$ cat config.mk
export PLATFORM = sky130hd
export DESIGN_NAME = fft_bram_reader
export DESIGN_NICKNAME = d
export VERILOG_FILES = /design/src/rtl/fft_bram_reader.sv
export SDC_FILE = /design/constraint.sdc
export NUM_CORES = 1
export LEC_CHECK = 0
export ABC_CLOCK_PERIOD_IN_PS = 4040
export BUFFER_PORTS_ARGS = -buffer_cell sky130_fd_sc_hd__buf_2
export CELL_PAD_IN_SITES_DETAIL_PLACEMENT = 1
export CELL_PAD_IN_SITES_GLOBAL_PLACEMENT = 1
export CORE_ASPECT_RATIO = 0.6
export CORE_UTILIZATION = 49
export CTS_CLUSTER_SIZE = 8
export DETAILED_ROUTE_END_ITERATION = 10
export GPL_ROUTABILITY_DRIVEN = 0
export PLACE_DENSITY_LB_ADDON = 0.1
export SETUP_SLACK_MARGIN = 0.5
export SYNTH_ARGS = -nofsm -noshare
export SYNTH_HDL_FRONTEND = slang
export SYNTH_SLANG_ARGS = --single-unit
$ cat constraint.sdc
create_clock -name clk -period 4.04 [get_ports clk]
set_input_delay 0.808 -clock clk [delete_from_list [all_inputs] [get_ports clk]]
set_output_delay 0.808 -clock clk [all_outputs]
set_load 0.02 [all_outputs]
$ cat src/rtl/fft_bram_reader.sv
// fft_bram_reader
//   Streams a complete FFT frame out of a pair of re/im BRAMs (port B) onto an
//   AXI-Stream master. Entries are read in (bin, mic) order with mic fastest.
//   Read data lands in a small prefetch FIFO. Reads are throttled so that the
//   FIFO occupancy plus the reads still in flight never exceeds the FIFO depth.
//   As a result no returning BRAM word can ever be dropped, whatever tready does.
//
// Optional feature (compile-time macro FFT_BRAM_READER_POWER_EN):
//   Adds m_axis_tpower = re[23:0]^2 + im[23:0]^2, aligned with its beat. It
//   costs one extra register stage between BRAM capture and the FIFO.
//
// Ports
//   clk, rst              clock, asynchronous active-high reset
//   frame_start           1-cycle pulse: the BRAMs hold a complete frame
//   busy                  frame in progress (accept .. last beat accepted)
//   overrun               sticky: frame_start arrived while busy
//   bram_addr, bram_en    byte address (step 4) and read enable to the BRAMs
//   bram_dout_re/_im      read data, RD_LAT cycles after bram_en
//   m_axis_tdata          {im, re}
//   m_axis_tuser          [15:3] bin index, [2:0] mic index
//   m_axis_tvalid/tready/tlast  AXI-Stream handshake, tlast on the final beat
//   m_axis_tpower         (power build only) squared magnitude of the beat
module fft_bram_reader #(
  parameter int NUM_BINS   = 256,
  parameter int NUM_MICS   = 8,
  parameter int RD_LAT     = 2,
  parameter int FIFO_DEPTH = 4
) (
  input  logic               clk,
  input  logic               rst,
  input  logic               frame_start,
  output logic               busy,
  output logic               overrun,
  output logic [31:0]        bram_addr,
  output logic               bram_en,
  input  logic signed [31:0] bram_dout_re,
  input  logic signed [31:0] bram_dout_im,
  output logic [63:0]        m_axis_tdata,
  output logic [15:0]        m_axis_tuser,
  output logic               m_axis_tvalid,
  input  logic               m_axis_tready,
  output logic               m_axis_tlast
`ifdef FFT_BRAM_READER_POWER_EN
  ,
  output logic [47:0]        m_axis_tpower
`endif
);

  localparam int TOTAL = NUM_BINS * NUM_MICS;
  localparam int CNT_W = (TOTAL > 1) ? $clog2(TOTAL) : 1;
  localparam int BIN_W = (NUM_BINS > 1) ? $clog2(NUM_BINS) : 1;
  localparam int MIC_W = (NUM_MICS > 1) ? $clog2(NUM_MICS) : 1;
  localparam int OCC_W = $clog2(FIFO_DEPTH + 1);
  localparam int PTR_W = (FIFO_DEPTH > 1) ? $clog2(FIFO_DEPTH) : 1;
  localparam int TAG_W = 17;  // {last, tuser[15:0]}
`ifdef FFT_BRAM_READER_POWER_EN
  localparam int ENT_W = 48 + TAG_W + 64;
`else
  localparam int ENT_W = TAG_W + 64;
`endif
  localparam logic [CNT_W-1:0] LAST_IDX = CNT_W'(TOTAL - 1);
  localparam logic [MIC_W-1:0] MIC_LAST = MIC_W'(NUM_MICS - 1);
  localparam logic [PTR_W-1:0] PTR_LAST = PTR_W'(FIFO_DEPTH - 1);
  localparam logic [OCC_W:0]   DEPTH_C  = (OCC_W + 1)'(FIFO_DEPTH);

  typedef enum logic [1:0] {S_IDLE, S_READ, S_DRAIN} state_t;

`ifdef FFT_BRAM_READER_POWER_EN
  // Signed 24-bit squares, summed as an unsigned 48-bit magnitude.
  function automatic logic [47:0] power_of(input logic signed [31:0] re,
                                           input logic signed [31:0] im);
    logic signed [23:0] re_s, im_s;
    logic signed [47:0] re_sq, im_sq;
    re_s  = re[23:0];
    im_s  = im[23:0];
    re_sq = re_s * re_s;
    im_sq = im_s * im_s;
    return $unsigned(re_sq) + $unsigned(im_sq);
  endfunction
`endif

  state_t              state;
  logic [CNT_W-1:0]    rd_cnt;
  logic [BIN_W-1:0]    bin_cnt;
  logic [MIC_W-1:0]    mic_cnt;
  logic                issue;
  logic [OCC_W:0]      pending;
  logic [TAG_W-1:0]    tag_in;

  logic [RD_LAT-1:0]   vld_p0;
  logic [TAG_W-1:0]    tag_p0 [RD_LAT];
`ifdef FFT_BRAM_READER_POWER_EN
  logic                vld_p1;
  logic [TAG_W-1:0]    tag_p1;
  logic signed [31:0]  re_p1;
  logic signed [31:0]  im_p1;
`endif

  logic [ENT_W-1:0]    mem [FIFO_DEPTH];
  logic [PTR_W-1:0]    wr_ptr;
  logic [PTR_W-1:0]    rd_ptr;
  logic [OCC_W-1:0]    occ;
  logic                push;
  logic                pop;
  logic [ENT_W-1:0]    push_data;
  logic [ENT_W-1:0]    head;

  // Occupancy plus every read still travelling toward the FIFO.
  always_comb begin
    pending = {1'b0, occ};
    for (int i = 0; i < RD_LAT; i++)
      pending = pending + {{OCC_W{1'b0}}, vld_p0[i]};
`ifdef FFT_BRAM_READER_POWER_EN
    pending = pending + {{OCC_W{1'b0}}, vld_p1};
    // Credit this cycle's pop so the extra stage does not cost throughput;
    // the slot freed by the pop is vacated before any new read can land.
    issue = (state == S_READ) && ((pending - {{OCC_W{1'b0}}, pop}) < DEPTH_C);
`else
    issue = (state == S_READ) && (pending < DEPTH_C);
`endif
  end

  assign tag_in    = {(rd_cnt == LAST_IDX), 13'(bin_cnt), 3'(mic_cnt)};
  assign bram_en   = issue;
  assign bram_addr = 32'({rd_cnt, 2'b00});

`ifdef FFT_BRAM_READER_POWER_EN
  assign push      = vld_p1;
  assign push_data = {power_of(re_p1, im_p1), tag_p1, im_p1, re_p1};
`else
  assign push      = vld_p0[RD_LAT-1];
  assign push_data = {tag_p0[RD_LAT-1], bram_dout_im, bram_dout_re};
`endif

  // FIFO contents are not reset, so every output is gated by tvalid.
  assign head          = mem[rd_ptr];
  assign m_axis_tvalid = (occ != '0);
  assign pop           = m_axis_tvalid && m_axis_tready;
  assign m_axis_tdata  = m_axis_tvalid ? head[63:0]  : 64'd0;
  assign m_axis_tuser  = m_axis_tvalid ? head[79:64] : 16'd0;
  assign m_axis_tlast  = m_axis_tvalid && head[80];
`ifdef FFT_BRAM_READER_POWER_EN
  assign m_axis_tpower = m_axis_tvalid ? head[128:81] : 48'd0;
`endif

  // Frame sequencing and read counters
  always_ff @(posedge clk or posedge rst) begin
    if (rst) begin
      state   <= S_IDLE;
      busy    <= 1'b0;
      overrun <= 1'b0;
      rd_cnt  <= '0;
      bin_cnt <= '0;
      mic_cnt <= '0;
    end else begin
      if (frame_start && state != S_IDLE)
        overrun <= 1'b1;
      case (state)
        S_IDLE: begin
          if (frame_start) begin
            state   <= S_READ;
            busy    <= 1'b1;
            rd_cnt  <= '0;
            bin_cnt <= '0;
            mic_cnt <= '0;
          end
        end
        S_READ: begin
          if (issue) begin
            // The counter parks on the last index until the next frame.
            if (rd_cnt == LAST_IDX) begin
              state <= S_DRAIN;
            end else begin
              rd_cnt <= rd_cnt + CNT_W'(1);
              if (mic_cnt == MIC_LAST) begin
                mic_cnt <= '0;
                bin_cnt <= bin_cnt + BIN_W'(1);
              end else begin
                mic_cnt <= mic_cnt + MIC_W'(1);
              end
            end
          end
        end
        S_DRAIN: begin
          if (pop && head[80]) begin
            state <= S_IDLE;
            busy  <= 1'b0;
          end
        end
        default: state <= S_IDLE;
      endcase
    end
  end

  // Stage p0: BRAM read latency line / stage p1: power / FIFO bookkeeping
  always_ff @(posedge clk or posedge rst) begin
    if (rst) begin
      vld_p0 <= '0;
`ifdef FFT_BRAM_READER_POWER_EN
      vld_p1 <= 1'b0;
`endif
      occ    <= '0;
      wr_ptr <= '0;
      rd_ptr <= '0;
    end else begin
      vld_p0[0] <= issue;
      for (int i = 1; i < RD_LAT; i++)
        vld_p0[i] <= vld_p0[i-1];
`ifdef FFT_BRAM_READER_POWER_EN
      vld_p1 <= vld_p0[RD_LAT-1];
`endif
      if (push)
        wr_ptr <= (wr_ptr == PTR_LAST) ? '0 : wr_ptr + PTR_W'(1);
      if (pop)
        rd_ptr <= (rd_ptr == PTR_LAST) ? '0 : rd_ptr + PTR_W'(1);
      case ({push, pop})
        2'b10:   occ <= occ + OCC_W'(1);
        2'b01:   occ <= occ - OCC_W'(1);
        default: occ <= occ;
      endcase
    end
  end

  // Data path: tags, captured samples and FIFO storage
  always_ff @(posedge clk) begin
    tag_p0[0] <= tag_in;
    for (int i = 1; i < RD_LAT; i++)
      tag_p0[i] <= tag_p0[i-1];
`ifdef FFT_BRAM_READER_POWER_EN
    tag_p1 <= tag_p0[RD_LAT-1];
    re_p1  <= bram_dout_re;
    im_p1  <= bram_dout_im;
`endif
    if (push)
      mem[wr_ptr] <= push_data;
  end

endmodule

==> run metrics, run 1 <==
status complete, but fails checks; failing checks DRC; crit-path cells nor2b_1 -> nand3_2 -> clkinv_1 -> buf_2; Synth Flop Type edfxtp_1; most frequent cell after synthesis edfxtp_1; Setup TNS 0 ns; initial antenna violation count 4; vias in the first global route 8059; Post-Syn Area 0.0141 mm2; Crit path largest cell delay 0.70 ns; power per cell area 834 mW/mm2; via/cell ratio 5.47; clock transition at the registers of the reported paths 0.05 ns; Leak 6.01 nW; Via Count 7251; Crit. End Element output pin; die area 0.0294 mm2; post-synth top area share 64.8%; drt initial violations 445; Area Growth Syn to Fin 18.3%; die span in x 221 um; Final Hold Vio Count 0; Slew headroom 37.3%; Crit path buffers/inverters 2; WS Path Type reg -> out; sequential area share after synthesis 74.5%; worst skew pair latency 0.55 ns; die height 133 um; overall routing resource usage 21.4%; top cells by count, synth 304 x edfxtp_1, 83 x and2_1, 76 x mux4_2, 35 x dfrtp_1, 27 x buf_4; DP HPWL 19000 um; Power, Total 13.9 mW; Initial Util 50.5%; critical path arrival 2.56 ns; EDFF count, synth 304; Root Buffer clkbuf_16; top cells by area, synth edfxtp_1 65%, mux4_2 12%, dfrtp_1 6.2%; port buffer count 158; Yosys reg bits 363; core footprint 0.0279 mm2; Tightest Hold Check Type reg -> reg; H-tree Lvls 2; max-cap viol count 0; drt drc 14; CTS buffer count 51; largest net degree at the start of global routing 50; gr ovfl total 0; R2R setup slack 1.53 ns; CP Max Fanout 16; Fill cells 2490; Yosys warning total 0; crit start category flop; CTS Sinks 363; Clock Skew 0.0179 ns; CTS tree yes; slowest CP cell dfrtp_1; Fmax 297 MHz; Synth Instances 733; ys async rst share 9.64%; fraction of layout cells with a size suffix above 1 33.2%; Top Ports 185; clk buf depth 3; syn_area_per_cell 19.2 um2; Final period util 83.5%; first-pass GRT wire length 47200 um; Crit path required time 3.23 ns; actual slew at the worst max-slew pin 0.932 ns; Row Count 47; top cell type by total area after synthesis edfxtp_1; post-route ant nets 0; cell family contributing the most delay on the critical path simple AND/OR/NAND/NOR gates; drt pass-1 iters 10; Max IR drop VDD 0.385 mV; count of cell types in the netlist 48; average wire per cell in the routed design 23.2 um; Period minus WS final 3.37 ns; RSZ-0062 raised after global routing no; Layout Nets 1007; hold-fix buffers at CTS 0; Final Max Tran Viols 0; drt total wl 30800 um; Final Setup Violations 0
==> layout make-up <==
cell class / instances / area (um2) / share of cell area, %
clock buffers: 81 / 1390 / 8.34
flip-flops and latches: 363 / 10500 / 63.0
diodes: 2 / 5.00 / 0.0300
clock inverters: 2 / 16.3 / 0.0976
inverters: 14 / 57.6 / 0.345
multi-input cells: 323 / 3290 / 19.8
well taps: 367 / 459 / 2.76
repair buffers: 174 / 948 / 5.69
==> path summary, 6_finish.rpt <==
kind	to	cells after the start	startpoint
max	bram_en	4	state[0]$_DFFE_PP0P_
min	tag_p0[0][21]$_DFF_P_	0	tag_p0[0][4]$_DFF_P_
max reg2reg	bin_cnt[4]$_DFFE_PP0P_	5	state[0]$_DFFE_PP0P_
min reg2reg	tag_p0[0][21]$_DFF_P_	0	tag_p0[0][4]$_DFF_P_
max in group asynchronous	rd_ptr[0]$_DFFE_PP0P_	3	rst
min in group asynchronous	rd_cnt[1]$_DFFE_PP0P_	3	rst
==> cells in the final DEF (no fill, tap or decap), types with 4 or more instances in the layout <==
master     Yosys  final
nand2_1       22     22
mux4_2        76     76
conb_1         1     26
o21ai_0       11     11
nor2_1         6      6
buf_2          8    158
mux2i_1       11     11
dfrtp_1       35     33
clkbuf_16      0     51
a21oi_1        9      9
ha_1          11     11
nor4_1         6      6
dfxtp_1       24     24
buf_4         27     13
and2_4         0      4
edfxtp_1     304    304
inv_1         12     12
and2_1        83     79
clkbuf_1      21     30
nand3_1        9      9
nand2b_1       8      8
==> metal layers <==
| layer | global-route usage [%] | up-vias | routed length [um] |
|---|---|---|---|
| met2 | 35.3 | 192 | 15000 |
| met5 | 0 | - | 27 |
| met3 | 4.90 | 45 | 1510 |
| li1 | - | 3218 | - |
| met4 | 5.40 | 4 | 428 |
| met1 | 29.1 | 3792 | 13800 |
==> where the power goes <==
part | leakage (nW) | total, mW | internal, mW | switching, mW
Combinational | 1.95 | 4.57 | 1.87 | 2.70
Sequential | 3.39 | 5.56 | 5.10 | 0.465
Clock | 0.669 | 3.76 | 2.31 | 1.45
Total | 6.01 | 13.9 | 9.29 | 4.61
==> state kept, by name (all words and copies together), names as in the netlist, 3 cells and up <==
signal and flops:
tag_p0 24, mic_cnt 3, rd_cnt 11, occ 3, bin_cnt 8, mem 304
==> metrics by stage <==
step | instance area, um2 | std cells | utilization, % | hold slack [ns] | setup WS (ns)
finish | 16700 | 1326 | 59.8 | 0.327 | 0.668
floorplan | 14200 | 758 | - | 0.310 | 1.20
global placement | 15200 | 1240 | 54.6 | 0.315 | 1.08
detailed placement | 15200 | 1240 | 54.6 | 0.313 | 1.03
global route | 16700 | 1324 | 59.8 | 0.331 | 0.561
CTS | 16700 | 1324 | 59.8 | 0.327 | 0.668
==> kinds of logic after synthesis <==
| logic type | share of synthesized area [%] |
|---|---|
| DFF | 74.5 |
| other | 0.0266 |
| muxes | 13.2 |
| buffers and inverters | 2.91 |
| xor gates and xnor gates | 0.187 |
| adders and majority gates | 1.12 |
| AOI/OAI and AO/OA | 1.69 |
| and+or+nand+nor | 6.42 |
==> what timing repair did <==
item                       CTS  global route
buffers inserted             1             0
setup endpoints to repair   22             0
gates resized for setup      1             0
No activity file was read; power rests on OpenSTA's default activity.
==> inputs of run 2 (changes only) <==
--- a/config.mk
+++ b/config.mk
@@ -5,12 +5,12 @@
 export SDC_FILE = /design/constraint.sdc
 export NUM_CORES = 1
 export LEC_CHECK = 0
-export ABC_CLOCK_PERIOD_IN_PS = 4040
+export ABC_CLOCK_PERIOD_IN_PS = 2800
 export BUFFER_PORTS_ARGS = -buffer_cell sky130_fd_sc_hd__buf_2
 export CELL_PAD_IN_SITES_DETAIL_PLACEMENT = 1
 export CELL_PAD_IN_SITES_GLOBAL_PLACEMENT = 1
 export CORE_ASPECT_RATIO = 0.6
-export CORE_UTILIZATION = 49
+export CORE_UTILIZATION = 44
 export CTS_CLUSTER_SIZE = 8
 export DETAILED_ROUTE_END_ITERATION = 10
 export GPL_ROUTABILITY_DRIVEN = 0
==> constraint.sdc (replaced) <==
create_clock -name clk -period 2.8 [get_ports clk]
set_input_delay 0.56 -clock clk [delete_from_list [all_inputs] [get_ports clk]]
set_output_delay 0.56 -clock clk [all_outputs]
set_load 0.02 [all_outputs]
==> run 2 against run 1 <==
  * The run now ends clean
  * Largest cell class unchanged
  * Largest power group is now combinational logic
  * Design area rose by 9.0%
  * Utilization fell by 1.8 points
  * Final cell count rose by 7.6%
  * Sequential power rose by 41%
  * Hold slack got worse by 0.19 ns
  * Sequential cell count did not move
  * Routed wire length rose by 9.0%
  * Register-to-register slack got worse by 0.94 ns
  * Sequential share of layout area fell by 5.2 points
  * Clock power rose by 48%
==> run metrics, run 2 (synthesis gave the netlist of run 1 again) <==
most frequent cells in the layout 304 x edfxtp_1, 96 x buf_2, 76 x mux4_2; drt drc 0 (-14); CTS tree yes; max FFs per register 304 (unchanged); CTS buffer count 51 (unchanged); overall routing resource usage 21.0% (-0.38 points); Final Setup Violations 0 (unchanged); CP Max Fanout 6 (-10); crit start category flop; Power, Total 23.3 mW (+68%); Tightest Hold Check Type in -> async; biggest regs mem x304, tag_p0 x24, rd_cnt x11; Leak 6.67 nW (+11%); Final period util 99.0%; Via Count 7530 (+3.8%); Fmax 361 MHz; # placed instances 1293 (+4.3%); drt total wl 33500 um (+9.0%); vias in the first global route 8153 (+1.2%); WS Path Type reg -> out; core footprint 0.0313 mm2 (+12%); Final Max Tran Viols 0 (unchanged); largest net degree at the start of global routing 40 (-20%); Final WS setup 0.0288 ns (-0.639 ns); Place WS 0.477 ns (-0.555 ns); first-pass GRT wire length 50700 um (+7.4%); die height 141 um (+5.4%); hold-fix buffers at CTS 0 (unchanged); status finished clean; critical path arrival 2.21 ns (-0.35 ns); most flop-heavy register mem; average wire per cell in the routed design 23.5 um (+1.2%); worst skew pair latency 0.55 ns (about the same); initial antenna violation count 1 (-3); post-route ant nets 0 (unchanged); Period minus WS final 2.77 ns; port buffer count 158 (unchanged); RSZ-0062 raised after global routing yes; actual slew at the worst max-slew pin 0.862 ns (-0.0704 ns); slowest CP cell dfrtp_4; Layout Nets 1050 (+4.3%); commonest non-fill, non-tap cell in the layout edfxtp_1; fraction of layout cells with a size suffix above 1 42.7% (+9.4 points); gr ovfl total 0 (unchanged); crit-path cells buf_8 -> buf_12 -> buf_16 -> mux4_2 -> and2_4 -> buf_6; Non-Filler Instances 1427 (+7.6%); Slew headroom 42.0% (+4.7 points); Row Count 50 (+6.4%); CTS Sinks 363 (unchanged); max-cap viol count 0 (unchanged); Clock Skew 0.0217 ns (+0.00378 ns); Final Hold Vio Count 0 (unchanged); Crit path largest cell delay 0.51 ns (-0.19 ns); Crit. End Element output pin; H-tree Lvls 2 (unchanged); die span in x 233 um (+5.5%); Top Ports 185 (unchanged); drt pass-1 iters 4 (-6); Root Buffer clkbuf_16; clk buf depth 3 (unchanged); Crit path required time 2.24 ns (-0.99 ns); Initial Util 44.9% (-5.6 points); power per cell area 1280 mW/mm2 (+54%); drt initial violations 463 (+4.0%); Setup TNS 0 ns (unchanged); via/cell ratio 5.28 (-3.5%); clock transition at the registers of the reported paths 0.05 ns (about the same); DP HPWL 18700 um (-1.7%); Area Growth Syn to Fin 29.0%; die area 0.0327 mm2 (+11%); Max IR drop VDD 0.692 mV (+80%)
-- run 2: cell types whose count changed in the layout (fill, tap and decap cells not counted), sizes merged --
cell    delta
diode      -1
clkbuf    +10
buf       +43
-- run 2: final cells by class --
class | count | area [um2]
Fill cell | 2791 | 13200
Inverter | 14 | 62.6
Tap cell | 416 | 520
Multi-Input combinational cell | 323 | 3500
Antenna cell | 1 | 2.50
Sequential cell | 363 | 10500
Clock inverter | 2 | 16.3
Clock buffer | 91 | 1430
Timing Repair Buffer | 217 | 2140
-- run 2: final timing paths --
kind                                        from                      to  slack [ns]  cells past startpoint
setup / recovery           rd_ptr[0]$_DFFE_PP0P_        m_axis_tdata[31]        0.03                      6
hold / removal                               rst  mic_cnt[0]$_DFFE_PP0P_        0.13                      3
setup reg to reg              occ[2]$_DFFE_PP0P_      occ[1]$_DFFE_PP0P_        0.59                      9
hold reg to reg             tag_p0[0][5]$_DFF_P_   tag_p0[0][22]$_DFF_P_        0.33                      0
max in group asynchronous                    rst   rd_ptr[1]$_DFFE_PP0P_        2.26                      3
min in group clk                 bram_dout_im[4]    mem[0][36]$_DFFE_PP_        0.23                      1
-- run 2: repair_timing --
| item | in CTS | in global routing |
|---|---|---|
| setup buffers | 23 | 5 |
| setup endpoints to repair | 79 | 80 |
| cloned | 12 | 0 |
| resized for setup | 200 | 26 |
| pin swaps | 4 | 49 |
-- run 2: where the power goes --
| group | switching, mW | internal [mW] |
|---|---|---|
| Combinational | 4.79 | 5.10 |
| Clock | 2.18 | 3.40 |
| Sequential | 0.488 | 7.36 |
| Total | 7.46 | 15.9 |
-- run 2: critical path: cells and delay by family (launching register included) --
kind / cells / cell delay, ns
buf+inv: 4 / 0.55
flops: 1 / 0.51
mux: 1 / 0.42
simple gates: 1 / 0.18
-- run 2: layer usage --
layer | track usage, % | share of wire (%) | vias up
li1 | - | - | 3314
met1 | 30.3 | 46 | 3944
met2 | 32.6 | 47 | 217
met3 | 4.48 | 5.6 | 53
met4 | 5.44 | 1.8 | 2
met5 | 0 | 0.051 | -
-- run 2: stage by stage --
| stage | cell area, um2 | utilization, % | hold slack [ns] |
|---|---|---|---|
| 3_5_place_dp | 15400 | 49.2 | 0.313 |
| 6_report | 18200 | 58.0 | 0.135 |
| 2_1_floorplan | 14200 | - | 0.310 |
| 4_1_cts | 18000 | 57.5 | 0.146 |
| 3_3_place_gp | 15400 | 49.2 | 0.311 |
| 5_1_grt | 18200 | 58.0 | 0.180 |
==> inputs of run 3 (changes only) <==
--- a/config.mk
+++ b/config.mk
@@ -7,14 +7,12 @@
 export LEC_CHECK = 0
 export ABC_CLOCK_PERIOD_IN_PS = 2800
 export BUFFER_PORTS_ARGS = -buffer_cell sky130_fd_sc_hd__buf_2
-export CELL_PAD_IN_SITES_DETAIL_PLACEMENT = 1
-export CELL_PAD_IN_SITES_GLOBAL_PLACEMENT = 1
 export CORE_ASPECT_RATIO = 0.6
-export CORE_UTILIZATION = 44
+export CORE_UTILIZATION = 50
 export CTS_CLUSTER_SIZE = 8
 export DETAILED_ROUTE_END_ITERATION = 10
 export GPL_ROUTABILITY_DRIVEN = 0
-export PLACE_DENSITY_LB_ADDON = 0.1
+export PLACE_DENSITY = 0.73
 export SETUP_SLACK_MARGIN = 0.5
 export SYNTH_ARGS = -nofsm -noshare
 export SYNTH_HDL_FRONTEND = slang
==> run 3 against run 2 <==
  * Clock power shrank 1%
  * Worst setup slack better by 0.051 ns
  * Final cell count is 4.1% lower
  * Design area shrank 1.4%
==> run metrics, run 3 (synthesis gave the netlist of run 1 again) <==
clk buf depth 3 (unchanged); Fill cells 1876 (-33%); Crit path largest cell delay 0.52 ns (about the same); max-cap viol count 0 (unchanged); post-route ant nets 0 (unchanged); first-pass GRT wire length 42000 um (-17%); commonest non-fill, non-tap cell in the layout edfxtp_1; worst skew pair latency 0.54 ns (about the same); Row Count 47 (-6.0%); die area 0.0289 mm2 (-12%); Clock Skew 0.0164 ns (-0.00526 ns); Final period util 97.1% (-1.8 points); Critical Path Most Common Cell buf_6; Setup TNS 0 ns (unchanged); initial antenna violation count 1 (unchanged); CP Max Fanout 8 (+2); Period minus WS final 2.72 ns (-0.0513 ns); drt drc 0 (unchanged); status finished clean; Crit path required time 2.24 ns (about the same); via/cell ratio 5.43 (+2.8%); core footprint 0.0276 mm2 (-12%); Crit. End Element output pin; CTS tree yes; max FFs per register 304 (unchanged); biggest regs mem x304, tag_p0 x24, rd_cnt x11; overall routing resource usage 19.4% (-1.6 points); drt total wl 29300 um (-13%); crit start category flop; RSZ-0062 raised after global routing yes; Area Growth Syn to Fin 27.2%; slowest CP cell mux4_2; die span in x 219 um (-6.1%); CTS Sinks 363 (unchanged); gr ovfl total 0 (unchanged); port buffer count 158 (unchanged); Fmax 368 MHz (+1.9%); Final WS setup 0.0801 ns (+0.0513 ns); Leak 6.60 nW (-1.0%); clock transition at the registers of the reported paths 0.05 ns (about the same); Worst setup startpoint rd_ptr[0]$_DFFE_PP0P_; vias in the first global route 7300 (-10%); drt initial violations 625 (+35%); Final Max Tran Viols 0 (unchanged); WS Path Type reg -> out; Final Hold Vio Count 0 (unchanged); power per cell area 1270 mW/mm2 (-1.1%); Final Util 64.8% (+6.8 points); critical path arrival 2.16 ns (-0.05 ns); drt pass-1 iters 5 (+1); Top Ports 185 (unchanged); final non-filler cell area 0.0179 mm2 (-1.4%); Place WS 0.479 ns (+0.00196 ns); Max IR drop VDD 0.793 mV (+15%); fraction of layout cells with a size suffix above 1 42.5% (-0.22 points); Initial Util 50.9% (+6.0 points); Tightest Hold Check Type in -> async; Placed Area 0.0153 mm2 (-0.38%); largest net degree at the start of global routing 49 (+23%); Slew headroom 46.2% (+4.2 points); H-tree Lvls 2 (unchanged); Root Buffer clkbuf_16; Final Setup Violations 0 (unchanged); FF-to-FF Start occ[0]$_DFFE_PP0P_; Via Count 7429 (-1.3%); most flop-heavy register mem; CTS buffer count 51 (unchanged); actual slew at the worst max-slew pin 0.799 ns (-0.0626 ns); average wire per cell in the routed design 21.4 um (-8.9%); die height 132 um (-6.1%); crit-path cells buf_6 -> clkbuf_16 -> mux4_2 -> and2_4 -> buf_6; DP HPWL 16000 um (-15%); Layout Nets 1040 (-0.95%); most frequent cells in the layout 304 x edfxtp_1, 87 x buf_2, 76 x mux4_2
[run 3: timing repair]
item,4_1_cts,5_1_grt
setup endpoints to repair,78,78
hold buffers,0,0
hold endpoints to repair,0,0
pin swaps,3,44
buffers inserted,8,9
gates resized for setup,9,237
gates cloned,1,10
[run 3: area by class of cell]
cell class,count,area (um2),share of cell area [%]
diodes,1,2.50,0.0140
flip-flops and latches,363,10500,58.6
clock inverters,2,15.0,0.0838
repair buffers,207,1940,10.9
well taps,367,459,2.56
multi-input cells,323,3510,19.6
clock buffers,92,1430,7.98
inverters,14,57.6,0.321
[run 3: worst max-delay path, delay by kind of cell, from the launching register on]
kind	cells	cell delay [ns]
mux	1	0.52
simple gates	1	0.18
buf+inv	3	0.44
flops	1	0.47
[run 3: per-layer routing]
layer  up-vias  GRT usage, %  wire (um)
li1       3298             -          -
met1      3795          28.5      12900
met2       299          28.4      13600
met3        37          5.67       2360
met4         0          5.24        404
met5         -             0          0
[run 3: metrics by stage]
| stage | hold slack [ns] | instances | power (mW) |
|---|---|---|---|
| after global placement | 0.310 | 1246 | 14.6 |
| after detailed placement | 0.312 | 1246 | 14.7 |
| after CTS | 0.106 | 1349 | 20.5 |
| after global routing | 0.166 | 1368 | 23.8 |
| final | 0.124 | 1369 | 22.7 |
| after floorplan | 0.310 | 758 | 12.4 |
[run 3: final timing paths]
path | to | slack, ns | depth (start not counted)
setup / recovery | m_axis_tdata[27] | 0.08 | 5
max in group asynchronous | bin_cnt[2]$_DFFE_PP0P_ | 1.95 | 4
hold / removal | overrun$_DFFE_PP0P_ | 0.12 | 2
setup reg to reg | rd_cnt[7]$_DFFE_PP0P_ | 0.75 | 8
min in group clk | mem[0][44]$_DFFE_PP_ | 0.23 | 1
hold reg to reg | tag_p0[0][24]$_DFF_P_ | 0.33 | 0
[run 3: report_power, final]
part | switching, mW | total [mW] | leakage [nW] | internal [mW]
sequential | 0.506 | 7.86 | 3.39 | 7.35
clock | 2.11 | 5.51 | 0.686 | 3.40
combinational | 4.48 | 9.36 | 2.52 | 4.89
total | 7.09 | 22.7 | 6.60 | 15.6
